File: src/rtl/pipe_ctrl.sv
// Y86-64 pipeline control: condition codes, branch/cmov evaluation, hazard stall/bubble
// generation and ret/halt sequencing. Optional counters enabled by PIPE_CTRL_PERF_EN.
module pipe_ctrl (
  input  logic        clk,
  input  logic        reset,
  input  logic [3:0]  D_icode,
  input  logic [3:0]  d_srcA,
  input  logic [3:0]  d_srcB,
  input  logic [3:0]  E_icode,
  input  logic [3:0]  E_ifun,
  input  logic [3:0]  E_dstM,
  input  logic        e_zf,
  input  logic        e_sf,
  input  logic        e_of,
  input  logic [2:0]  m_stat,
  input  logic [2:0]  W_stat,
  output logic        e_cnd,
  output logic [2:0]  cc,
  output logic        F_stall,
  output logic        D_stall,
  output logic        D_bubble,
  output logic        E_bubble,
  output logic        M_bubble,
  output logic        W_stall,
`ifdef PIPE_CTRL_PERF_EN
  output logic [31:0] perf_luse,
  output logic [31:0] perf_mispred,
  output logic [31:0] perf_ret,
`endif
  output logic        halted
);

  localparam logic [1:0] S_RUN  = 2'd0;
  localparam logic [1:0] S_RET1 = 2'd1;
  localparam logic [1:0] S_RET2 = 2'd2;
  localparam logic [1:0] S_HALT = 2'd3;

  localparam logic [2:0] STAT_AOK = 3'd1;

  localparam logic [3:0] I_CMOV   = 4'h2;
  localparam logic [3:0] I_MRMOVQ = 4'h5;
  localparam logic [3:0] I_OPQ    = 4'h6;
  localparam logic [3:0] I_JXX    = 4'h7;
  localparam logic [3:0] I_RET    = 4'h9;
  localparam logic [3:0] I_POPQ   = 4'hB;
  localparam logic [3:0] R_NONE   = 4'hF;

  logic [1:0] state, next_state;
  logic       zf, sf, of;
  logic       cond;
  logic       load_use, mispred, ret_d;
  logic       m_bad, w_bad;
  logic       cc_wr;

  assign {zf, sf, of} = cc;

  // NOTE: every signal written here gets a default first, so no path can leave a latch behind.
  always_comb begin
    cond = 1'b0;
    case (E_ifun)
      4'h0:    cond = 1'b1;
      4'h1:    cond = (sf ^ of) | zf;
      4'h2:    cond = sf ^ of;
      4'h3:    cond = zf;
      4'h4:    cond = ~zf;
      4'h5:    cond = ~(sf ^ of);
      4'h6:    cond = ~(sf ^ of) & ~zf;
      default: cond = 1'b0;
    endcase
  end

  assign e_cnd = ((E_icode == I_CMOV) || (E_icode == I_JXX)) && cond;

  assign load_use = ((E_icode == I_MRMOVQ) || (E_icode == I_POPQ)) && (E_dstM != R_NONE) &&
                    ((E_dstM == d_srcA) || (E_dstM == d_srcB));
  assign mispred  = (E_icode == I_JXX) && !e_cnd;
  assign ret_d    = (D_icode == I_RET) && (state == S_RUN);
  assign m_bad    = (m_stat != STAT_AOK);
  assign w_bad    = (W_stat != STAT_AOK);

  always_comb begin
    next_state = state;
    F_stall    = 1'b0;
    D_stall    = 1'b0;
    D_bubble   = 1'b0;
    E_bubble   = 1'b0;
    M_bubble   = 1'b0;
    W_stall    = 1'b0;
    case (state)
      S_RUN: begin
        if (load_use) begin
          F_stall  = 1'b1;
          D_stall  = 1'b1;
          E_bubble = 1'b1;
        end else if (mispred) begin
          D_bubble = 1'b1;
          E_bubble = 1'b1;
        end else if (ret_d) begin
          F_stall    = 1'b1;
          D_bubble   = 1'b1;
          next_state = S_RET1;
        end
      end
      S_RET1, S_RET2: begin
        // D only holds bubbles here, but the hazard terms stay OR'd in for safety.
        F_stall    = 1'b1;
        D_bubble   = 1'b1;
        D_stall    = load_use;
        E_bubble   = load_use | mispred;
        next_state = (state == S_RET1) ? S_RET2 : S_RUN;
      end
      default: begin
        F_stall  = 1'b1;
        D_stall  = 1'b1;
        E_bubble = 1'b1;
        M_bubble = 1'b1;
        W_stall  = 1'b1;
      end
    endcase
    if (m_bad) M_bubble = 1'b1;
    if (w_bad) begin
      W_stall    = 1'b1;
      next_state = S_HALT;
    end
    if (reset) begin
      next_state = S_RUN;
      F_stall    = 1'b0;
      D_stall    = 1'b0;
      D_bubble   = 1'b0;
      E_bubble   = 1'b0;
      M_bubble   = 1'b0;
      W_stall    = 1'b0;
    end
  end

  // An excepting instruction downstream must not let an OPq commit its flags.
  assign cc_wr = (E_icode == I_OPQ) && !m_bad && !w_bad && (state != S_HALT);

  // NOTE: sequential state uses non-blocking assignments so all registers see pre-edge values.
  always_ff @(posedge clk) begin
    if (reset) begin
      state <= S_RUN;
      cc    <= 3'b100;
    end else begin
      state <= next_state;
      if (cc_wr) cc <= {e_zf, e_sf, e_of};
    end
  end

  assign halted = (state == S_HALT);

`ifdef PIPE_CTRL_PERF_EN
  always_ff @(posedge clk) begin
    if (reset) begin
      perf_luse    <= 32'd0;
      perf_mispred <= 32'd0;
      perf_ret     <= 32'd0;
    end else if (state != S_HALT) begin
      if (load_use) perf_luse <= perf_luse + 32'd1;
      if (mispred)  perf_mispred <= perf_mispred + 32'd1;
      if ((state == S_RUN) && (next_state == S_RET1)) perf_ret <= perf_ret + 32'd1;
    end
  end
`endif

endmodule

File: config.mk
export PLATFORM = sky130hd
export DESIGN_NAME = pipe_ctrl
export DESIGN_NICKNAME = d
export VERILOG_FILES = /design/src/rtl/pipe_ctrl.sv
export SDC_FILE = /design/constraint.sdc
export NUM_CORES = 1
export LEC_CHECK = 0
export CORE_MARGIN = 2
export CORE_UTILIZATION = 33
export DETAILED_ROUTE_END_ITERATION = 8
export PLACE_DENSITY = 0.8
export SLEW_MARGIN = 0
export SYNTH_ARGS = -nofsm -noshare
export SYNTH_HDL_FRONTEND = slang
export SYNTH_SLANG_ARGS = --single-unit
export TNS_END_PERCENT = 20
File: constraint.sdc
create_clock -name clk -period 2.3 [get_ports clk]
set_input_delay 0.46 -clock clk [delete_from_list [all_inputs] [get_ports clk]]
set_output_delay 0.46 -clock clk [all_outputs]
set_load 0.02 [all_outputs]
==> metrics.txt <==
vias per inst approximately 4.8; Pint between 0.2 and 0.3 mW; global-route wire length before repair between 3000 and 4000 um; RSZ-0062 raised after global routing true; synth unique cells 35; Final HPWL DP 1740 um; utilization after layout roughly 73%; Finished Cell Area ~1300 um^2; static leakage around 0.57 nW; DR WL/cell 12.8 um; vias in the first global route 738; clock transition at the registers of the reported paths 0.04 ns; reg2reg start cc[2]$_SDFFE_PP1P_; Worst VDD drop roughly 0.16 mV; Setup CP Type in -> out; NetSw around 0.10 mW; Syn Nets approximately 110; DR vias 793; WP data arrival between 1.5 and 2 ns; Net count, final between 150 and 200; Port Buffers 45; pwr/cell area 284 nW/um^2; Post-Synthesis Cells 74; clock skew between 0.005 and 0.006 ns; largest net degree at the start of global routing 8; Critical Path RT ~1.8 ns; Core Area between 1500 and 2000 um^2; Clock Latency Late Sink roughly 0.23 ns; # clock sinks 5; ANT nets after route 0; outcome completed; max-slew violation count 0; delay-heaviest family, CP buffers and inverters; Post-synth EDFFs 0; total CTS buffers 3; Placed Area between 1000 and 1500 um^2; final setup violation count 0; initial core utilization 35.0%; Max FO, Critical Path 2; min-delay src state[0]$_SDFFE_PP0P_; final hold viol count 0; dpl ws -0.715 ns; sequential area share after synthesis around 17%; final worst-path cycle share 99.0%; Setup TNS Final 0 ns; area of the multi-input gates ~530 um^2; Main synth FF type dfxtp_1; H-tree depth 1; logic gate share of total power between 40% and 50%; Post-synth ARST share 0%; DIE AREA ~2200 um^2; Max-Cap Viols 0; layout cells sized above 1 between 30% and 40%; Ports 46; fmax between 400 and 500 MHz; n_diodes 0; global placement routability congestion 0.793; r2r endpoint state[1]$_SDFFE_PP0P_; r2r setup slk about 0.54 ns; Clock power frac a little over a quarter; die extent in y roughly 47 um; WHS Path Cells 2; Final WS setup approximately 0.022 ns; Initial DRT Pass Iterations 2; headroom to the max-slew limit 75.9%; Register Area between 100 and 150 um^2; Crit. End Element primary output; Syn Area/Cell slightly above 8 um^2; Area Growth Syn to Fin 109%; Die Wd roughly 47 um; wirelength, routed around 2100 um; Iter 0 DRT Violations 3; FF-to-FF path depth 7; worst min path class reg -> reg; final total power between 0.3 and 0.4 mW; Fillers 150; Mapped Area 604 um^2; worst slew pin tran around 0.36 ns; Period minus WS final about 2.3 ns; Buf/Inv on CP 2; Congestion Overflow GR 0; drt drc 0; GRT Total Usage between 10% and 20%; Root Driver clkbuf_4; type of origin of the critical path input pin; Crit path largest cell delay 0.45 ns; CTS tree built; crit path max-delay cell type clkdlybuf4s50_1; Yosys warnings 0; net switching fraction of the power around 30%; Yosys reg bits 5; sequential power share 25.7%; WHS Endpoint state[0]$_SDFFE_PP0P_; row count 15; worst-case clock buffer depth 2; antenna violations before repair 0; crit path cell chain clkdlybuf4s50_1 > nor4bb_2 > nand2_1 > a21boi_2 > o21a_1 > buf_6
==> stage by stage <==
stage / instances / hold slack (ns)
detailed placement: 160 / 0.594
global route: 165 / 0.640
floorplan: 74 / 0.552
finish: 165 / 0.617
CTS: 165 / 0.605
global placement: 160 / 0.584
==> cells in the mapped netlist (2+ instances only) <==
cell | instances | share of area [%]
nor2_1 | 9 | 5.6
xnor2_1 | 8 | 12
nand3_1 | 2 | 1.7
o21ai_1 | 2 | 1.7
ha_1 | 3 | 6.2
inv_1 | 6 | 3.7
dfxtp_1 | 5 | 17
a21oi_1 | 5 | 4.1
mux2i_1 | 2 | 3.3
xor2_1 | 2 | 2.9
nand4_1 | 3 | 3.1
nor3b_1 | 4 | 5.0
==> cells by family after synthesis <==
kind of cell	Yosys count	synth area share (%)
buffers and inverters	7	4.35
adder cells (fa/ha/maj)	3	6.21
AO/OA/AOI/OAI	17	24.6
multiplexers	2	3.31
AND/OR/NAND/NOR	30	30.4
flip-flops	5	16.6
XOR/XNOR	10	14.5
==> layout make-up <==
type | instances | area share [%]
inverter | 6 | 1.78
clock buffer | 4 | 2.08
tap | 25 | 2.48
sequential | 5 | 7.93
timing repair buffer | 63 | 43.8
multi-input combinational | 62 | 41.9
==> what timing repair did <==
| action | in CTS | in global routing |
|---|---|---|
| hold buffers | 0 | 0 |
| buffers inserted | 1 | 0 |
| gates resized for setup | 47 | 12 |
| pin swaps | 14 | 4 |
| setup endpoints to repair | 7 | 4 |
| cloned | 0 | 0 |
==> registers in the layout, indices dropped and copies added (netlist names) <==
signal,cells
state,2
cc,3
==> worst max path at each step <==
| stage | from | endpoint | slack [ns] | depth (start not counted) |
|---|---|---|---|---|
| 2_1_floorplan | E_ifun[0] | F_stall | 0.16 | 6 |
| 3_3_place_gp | E_ifun[0] | F_stall | -0.68 | 8 |
| 3_5_place_dp | E_ifun[0] | D_bubble | -0.72 | 9 |
| 4_1_cts | reset | W_stall | 0.01 | 3 |
| 5_1_grt | D_icode[3] | D_bubble | -0.10 | 6 |
| 6_report | D_icode[3] | D_bubble | 0.02 | 6 |
==> power by group through the flow <==
stage / Combinational [mW] / Clock (mW) / Sequential [mW]
after floorplan: 0.0661 / 0 / 0.0929
after global placement: 0.170 / 0 / 0.0934
after detailed placement: 0.172 / 0 / 0.0935
after CTS: 0.167 / 0.100 / 0.0919
after global routing: 0.182 / 0.108 / 0.0920
final: 0.169 / 0.0969 / 0.0921
==> worst register-to-register path: stages, from the launching register on <==
cell	delay (ns)
dfxtp_1	0.37
nor2b_4	0.06
a2111oi_4	0.29
o221ai_2	0.17
buf_4	0.17
a311oi_2	0.35
or3_1	0.16
a31oi_1	0.07
==> layout by cell type (no fill, tap or decap), types with 3 or more instances in the layout <==
cell and instances:
dfxtp_1 5, nor2_1 9, clkbuf_4 3, clkdlybuf4s50_1 20, ha_1 3, nand4_1 3, buf_4 20, a21oi_1 3
inv_1 5, xnor2_1 8, dlygate4sd2_1 15
==> metal layers <==
layer | part of all wire (%) | track usage, %
met1 | 43 | 24.8
met2 | 50 | 37.0
met3 | 6.8 | 3.46
met4 | 0 | 2.22
met5 | 0 | 0
Note: power is estimated with default switching activity, not from simulation.
